**config.mk**
```make
export PLATFORM = sky130hd
export DESIGN_NAME = hazard_ctrl_unit
export DESIGN_NICKNAME = d
export VERILOG_FILES = /design/src/rtl/hazard_ctrl_unit.sv
export SDC_FILE = /design/constraint.sdc
export NUM_CORES = 1
export LEC_CHECK = 0
export ABC_AREA = 0
export CAP_MARGIN = 20
export CORE_MARGIN = 2
export CORE_UTILIZATION = 28
export DETAILED_ROUTE_END_ITERATION = 12
export MAX_ROUTING_LAYER = met4
export PLACE_DENSITY = 0.89
export SYNTH_ARGS = -nofsm -noshare
export SYNTH_HDL_FRONTEND = slang
export SYNTH_SLANG_ARGS = --single-unit
```
**constraint.sdc**
```tcl
create_clock -name vclk -period 1.77
set_input_delay 0.354 -clock vclk [all_inputs]
set_output_delay 0.354 -clock vclk [all_outputs]
set_load 0.01 [all_outputs]
```
**src/rtl/hazard_ctrl_unit.sv**
```systemverilog
// Load-use / branch-flush / dmem-freeze hazard control with a LOAD_LAT-deep shadow scoreboard.
// Latency: control outputs are combinational (zero cycles); scoreboard and counters update on clk.
// Backpressure: dmem_wait freezes the whole pipeline and the scoreboard; HAZARD_PERF_EN adds counters.
module hazard_ctrl_unit #(
  parameter int REG_W    = 5,
  parameter int LOAD_LAT = 1,
  parameter int CNT_W    = 16
) (
  input  logic             clk,
  input  logic             rst_n,
  input  logic [REG_W-1:0] rs1_id,
  input  logic [REG_W-1:0] rs2_id,
  input  logic             rs1_used,
  input  logic             rs2_used,
  input  logic [REG_W-1:0] rd_ex,
  input  logic             memread_ex,
  input  logic             branch_taken_ex,
  input  logic             dmem_wait,
  output logic             pc_write,
  output logic             write_ifid,
  output logic             mux_idex,
  output logic             flush_ifid,
  output logic             stall_lu,
  output logic [CNT_W-1:0] stall_cnt,
  output logic [CNT_W-1:0] flush_cnt
);

  logic exHit1, exHit2;
  logic slotHit1, slotHit2;
  logic hazard;

  assign exHit1 = memread_ex && (rd_ex == rs1_id);
  assign exHit2 = memread_ex && (rd_ex == rs2_id);

  generate
    if (LOAD_LAT > 1) begin : gSb
      localparam int SLOTS = LOAD_LAT - 1;
      logic [SLOTS-1:0] slotVld;
      logic [REG_W-1:0] slotRd [SLOTS];

      // Slot 0 is the load that just left EX; the oldest entry falls off the end.
      always_ff @(posedge clk or negedge rst_n) begin
        if (!rst_n) begin
          slotVld <= '0;
          for (int k = 0; k < SLOTS; k++) slotRd[k] <= '0;
        end else if (!dmem_wait) begin
          slotVld[0] <= memread_ex && (rd_ex != '0);
          slotRd[0]  <= rd_ex;
          for (int k = 1; k < SLOTS; k++) begin
            slotVld[k] <= slotVld[k-1];
            slotRd[k]  <= slotRd[k-1];
          end
        end
      end

      always_comb begin
        slotHit1 = 1'b0;
        slotHit2 = 1'b0;
        for (int k = 0; k < SLOTS; k++) begin
          if (slotVld[k] && (slotRd[k] == rs1_id)) slotHit1 = 1'b1;
          if (slotVld[k] && (slotRd[k] == rs2_id)) slotHit2 = 1'b1;
        end
      end
    end else begin : gNoSb
      logic unusedClk;
      assign unusedClk = clk;
      assign slotHit1  = 1'b0;
      assign slotHit2  = 1'b0;
    end
  endgenerate

  // x0 is hardwired zero, so it can never be waited on.
  assign hazard = (rs1_used && (rs1_id != '0) && (exHit1 || slotHit1)) ||
                  (rs2_used && (rs2_id != '0) && (exHit2 || slotHit2));

  always_comb begin
    pc_write   = 1'b1;
    write_ifid = 1'b1;
    mux_idex   = 1'b1;
    flush_ifid = 1'b0;
    stall_lu   = 1'b0;
    if (!rst_n) begin
      pc_write   = 1'b0;
      write_ifid = 1'b0;
      mux_idex   = 1'b0;
    end else if (dmem_wait) begin
      // Freeze keeps the ID controls flowing into a held ID/EX; any flush waits.
      pc_write   = 1'b0;
      write_ifid = 1'b0;
    end else if (branch_taken_ex) begin
      mux_idex   = 1'b0;
      flush_ifid = 1'b1;
    end else if (hazard) begin
      pc_write   = 1'b0;
      write_ifid = 1'b0;
      mux_idex   = 1'b0;
      stall_lu   = 1'b1;
    end
  end

`ifdef HAZARD_PERF_EN
  logic [CNT_W-1:0] stallCnt, flushCnt;
  localparam logic [CNT_W-1:0] ONE = {{(CNT_W-1){1'b0}}, 1'b1};

  // Saturating so a long run never reports a misleadingly small count.
  always_ff @(posedge clk or negedge rst_n) begin
    if (!rst_n) begin
      stallCnt <= '0;
      flushCnt <= '0;
    end else begin
      if (stall_lu && (stallCnt != '1))   stallCnt <= stallCnt + ONE;
      if (flush_ifid && (flushCnt != '1)) flushCnt <= flushCnt + ONE;
    end
  end

  assign stall_cnt = stallCnt;
  assign flush_cnt = flushCnt;
`else
  assign stall_cnt = '0;
  assign flush_cnt = '0;
`endif

endmodule
```
Yosys cells after proc, flatten, opt, wreduce, memory -nomap -nowiden
Cells that the tools add are included.
W data, S select, Z words.
{"block": "word_totals", "inputBits": 22, "out_inout_bits": 37, "elab_cells": 25, "register_bits": 0}
{"block": "classes", "reduce_logical": 9, "n_eq_ne": 2, "muxes": 14}
{"cell": "$mux W1", "count": 14}
{"cell": "$eq A5 B5 Y1", "count": 2}
{"cell": "$reduce_bool A5 Y1", "count": 2}
{"cell": "$logic_and A1 B1 Y1", "count": 6}
{"cell": "$logic_or A1 B1 Y1", "count": 1}

Depth between registers and ports, before layout
{"block": "logic_depth", "depth_word": 8, "mapped_depth": 6, "mapped_depth_nobuf": 5}

Worst setup path after synthesis
Ideal clock, no wire load.
{"block": "synth_path", "kind": "input -> output", "from": "input port rs2_id[1]", "to": "output port write_ifid", "required_time_ns": 1.416, "arrival_ns": 1.299, "path_slack_ns": 0.117, "path_buffers": 1, "path_stages": 6, "path_cell_list": "nor4_1 o21ai_0 nand4_1 o22ai_2 a21oi_1 buf_4"}
{"block": "synth_between", "elab_chain_cells": 8, "elab_cells_between_ends": 10, "cone_classes": "eq/ne: 1; mux: 4; reduce/logical: 5"}
{"element": "start, declared", "line_no": "12", "text": "input logic [REG_W-1:0] rs2_id,"}
{"element": "$eq A5 B5 Y1 or $reduce_bool A5 Y1 (tied branches)", "line_no": "33, 74"}
{"element": "$logic_and A1 B1 Y1, on equally long branches", "line_no": "33, 74"}
{"element": "$logic_and A1 B1 Y1 *", "line_no": "74", "text": "(rs2_used && (rs2_id != '0) && (exHit2 || slotHit2));"}
{"element": "$logic_or A1 B1 Y1 *", "line_no": "73", "text": "assign hazard = (rs1_used && (rs1_id != '0) && (exHit1 || slotHit1)) ||"}
{"element": "$mux W1 * (4 in a row)"}
{"element": "end, declared", "line_no": "20", "text": "output logic write_ifid,"}
Every way passes the cells marked *; elsewhere a longest branch is shown, timed or not.

Worst setup path in the final report
{"block": "layout_path", "from": "input port rs1_id[1]", "to": "output port pc_write"}
{"block": "layout_between", "elab_chain_cells": 8, "elab_cells_between_ends": 10, "cone_classes": "eq/ne: 1; mux: 4; reduce/logical: 5"}
{"element": "start, declared", "line_no": "11", "text": "input logic [REG_W-1:0] rs1_id,"}
{"element": "$eq A5 B5 Y1 or $reduce_bool A5 Y1 (tied branches)", "line_no": "32, 73"}
{"element": "$logic_and A1 B1 Y1, on equally long branches", "line_no": "32, 73"}
{"element": "$logic_and A1 B1 Y1 *", "line_no": "73"}
{"element": "$logic_or A1 B1 Y1 *", "line_no": "73"}
{"element": "$mux W1 *", "line_no": "93", "text": "end else if (hazard) begin"}
{"element": "$mux W1 *", "line_no": "90", "text": "end else if (branch_taken_ex) begin"}
{"element": "$mux W1 *", "line_no": "86", "text": "end else if (dmem_wait) begin"}
{"element": "$mux W1 *", "line_no": "82", "text": "if (!rst_n) begin"}
{"element": "end, declared", "line_no": "19", "text": "output logic pc_write,"}
Marks and branches as above.

==> summary.md <==
| Metric | Value |
|---|---|
| WS Path Type | `primary input to output pin` |
| Hold buffers post-CTS | `0` |
| Critical-path cell list | `buf_2 > nor4_2 > o21ai_1 > nand4_1 > o22ai_2 > a21oi_2 > buf_2` |
| Nets | `110` |
| Core area | `0.00149 mm²` |
| Worst path top cell family by delay | `simple AND/OR/NAND/NOR gates` |
| Number of global-route vias before repair | `about 350` |
| Distinct cells, synth | `15` |
| Sequential element share of the synthesized area | `0` |
| Final worst setup slack | `0.0647 ns` |
| Die Area | `0.00190 mm²` |
| Post-CTS Setup Inserts | `0` |
| MaxCap Viol Count | `0` |
| GPL Wtd Cong | `0.732` |
| Most frequent CP cell | `buf_2` |
| Slowest stage delay, CP | `about 0.29 ns` |
| Row cnt | `14` |
| Worst Path Required | `1.42 ns` |
| Slowest cell on crit path | `nor4_2` |
| CLK BUF | `0` |
| CP endpoint kind | `output pin` |
| Drt first pass iters | `4` |
| Most common cell in the netlist | `buf_4` |
| First-pass GRT wire length | `1580 µm` |
| Via count | `394` |
| Mapped Cells | `61` |
| Hold crit path type | `primary input to output pin` |
| Buf+Inv Stages, Crit Path | `2` |
| Synthesized cell area | `438 µm²` |
| Sequential Area | `0 µm²` |
| All-Layer GR Usage | `0.109` |
| Port Buf Inserts | `26` |
| Initial Util | `0.294` |
| Setup TNS | `0 ns` |
| Final HPWL DP | `893 µm` |
| Startpoint types | `primary input` |
| Crit path DAT | `1.35 ns` |
| Via/cell ratio | `3.86` |
| Fraction of layout cells with a size suffix above 1 | `0.372` |
| Final Cycle Share | `0.963` |
| Avg WL per Cell | `between 10 and 15 µm` |
| Stages on worst setup path | `7` |
| Final min period | `1.71 ns` |
| Fin. max-slew vios | `0` |
| DP Worst Slack | `-0.763 ns` |
| Mux cell area share after synthesis | `0` |
| GRT overflow | `0` |
| Routed Antenna Nets | `0` |
| Highest Clock Rate | `586 MHz` |
| Critical Path Fanout Max | `3` |
| Setup Viol. Count Final | `0` |
| Top cells by count, synth | `33 x buf_4, 8 x xnor2_1, 3 x inv_1` |
| ANT cells | `0` |
| Initial DRC count | `2` |
| Worst Setup EP | `pc_write` |
| Top cells by area, synth | `buf_4 57%, xnor2_1 16%, o2111ai_1 4.0%` |
| FFs & Latches | `0` |
| Initial antenna violation count | `0` |
| Placed instance area | `slightly below 600 µm²` |
| Power per Cell Area | `227 mW/mm²` |
| Post-synthesis compound-gate area fraction | `0.114` |
| Syn Area/Cell | `between 7 and 8 µm²` |
| # DRC | `0` |
| Top cell type's share of synthesized area | `0.566` |
| Yosys warns | `0` |
| I/O pin cnt | `around 60` |
| Area growth syn-to-layout | `42.3%` |
| Area of the multi-input gates | `between 300 and 400 µm²` |
| Pin count of the biggest net entering global routing | `5` |
| Final hold violation count | `0` |
| RSZ-0062 raised after global routing | `true` |
| Post-Layout Cell Count | `about 100` |
| Placed cells | `102` |
| Detailed-route wire length | `1080 µm` |
| Post-synthesis simple-gate area fraction | `0.126` |
| Design area | `623 µm²` |
| Die X | `43.5 µm` |
| FILL cells | `153` |
| Max VDD drop | `around 0.00008 V` |
| Leak | `0.334 nW` |
| Adder-cell area share of the yosys netlist | `0` |
| Post-Synth XOR/XNOR Area | `0.160` |
| Largest family of logic cells by synthesized area | `buffers and inverters` |
| Status | `finished, final reports clean` |
| Crit path launch | `rs1_id[1]` |
| Die Y | `43.5 µm` |
| Yosys top cell by area | `buf_4` |
-- cell type report --
cell class                      instances  area share
Tap cell                               16      0.0321
Multi-Input combinational cell         56       0.618
Timing Repair Buffer                   27       0.331
Inverter                                3      0.0181
-- metrics by stage --
stage                     power (W)   util  hold WS, ns
after detailed placement   0.000133  0.399         1.71
after global placement     0.000130  0.399         1.70
after floorplan            0.000116      -        0.741
final                      0.000142  0.418         1.13
after global routing       0.000153  0.418         1.17
after CTS                  0.000131  0.408         1.33
-- cell usage in the layout, fill, tap and decap left out, drive strengths merged --
cell type	n
a21oi	1
buf	16
clkdlybuf4s15	3
clkdlybuf4s50	2
conb	32
dlygate4sd2	5
dlymetal6s2s	1
inv	3
nand2	2
nand2b	1
nand4	2
nor2	1
nor3b	1
nor4	2
o2111ai	2
o21ai	3
o22ai	1
xnor2	8
-- worst min-delay path by stage --
stage | cells past startpoint | startpoint | endpoint | slack [ns]
after global routing | 4 | rst_n | stall_lu | 1.17
final | 4 | rst_n | mux_idex | 1.13
after floorplan | 1 | branch_taken_ex | stall_lu | 0.74
after CTS | 6 | rs2_id[0] | mux_idex | 1.33
after global placement | 4 | dmem_wait | mux_idex | 1.70
after detailed placement | 4 | dmem_wait | mux_idex | 1.71
-- logic make-up (layout without fill, tap and decap cells) --
family,after synthesis,in the layout
compound gates,7,7
buf+inv,36,30
xor+xnor,8,8
other cells,1,32
simple gates,9,9
-- layer usage --
metal  track usage  wire length (µm)  vias to the layer above
li1              -                 -                      188
met1         0.108               314                      191
met2         0.238               733                       15
met3             0                32                        0
met4             0                 0                        0
met5             -                 0                        -
-- report_power, final --
part | internal (W) | leakage (nW) | switching (W)
Combinational | 0.0000627 | 0.334 | 0.0000790
Clock | 0 | 0 | 0
Sequential | 0 | 0 | 0
-- what timing repair did --
action                     in CTS  in global routing
pin swaps                      16                 13
resized for setup              76                 19
gates cloned                    0                  0
setup endpoints to repair       5                  5
No activity file was read; power rests on OpenSTA's default activity.
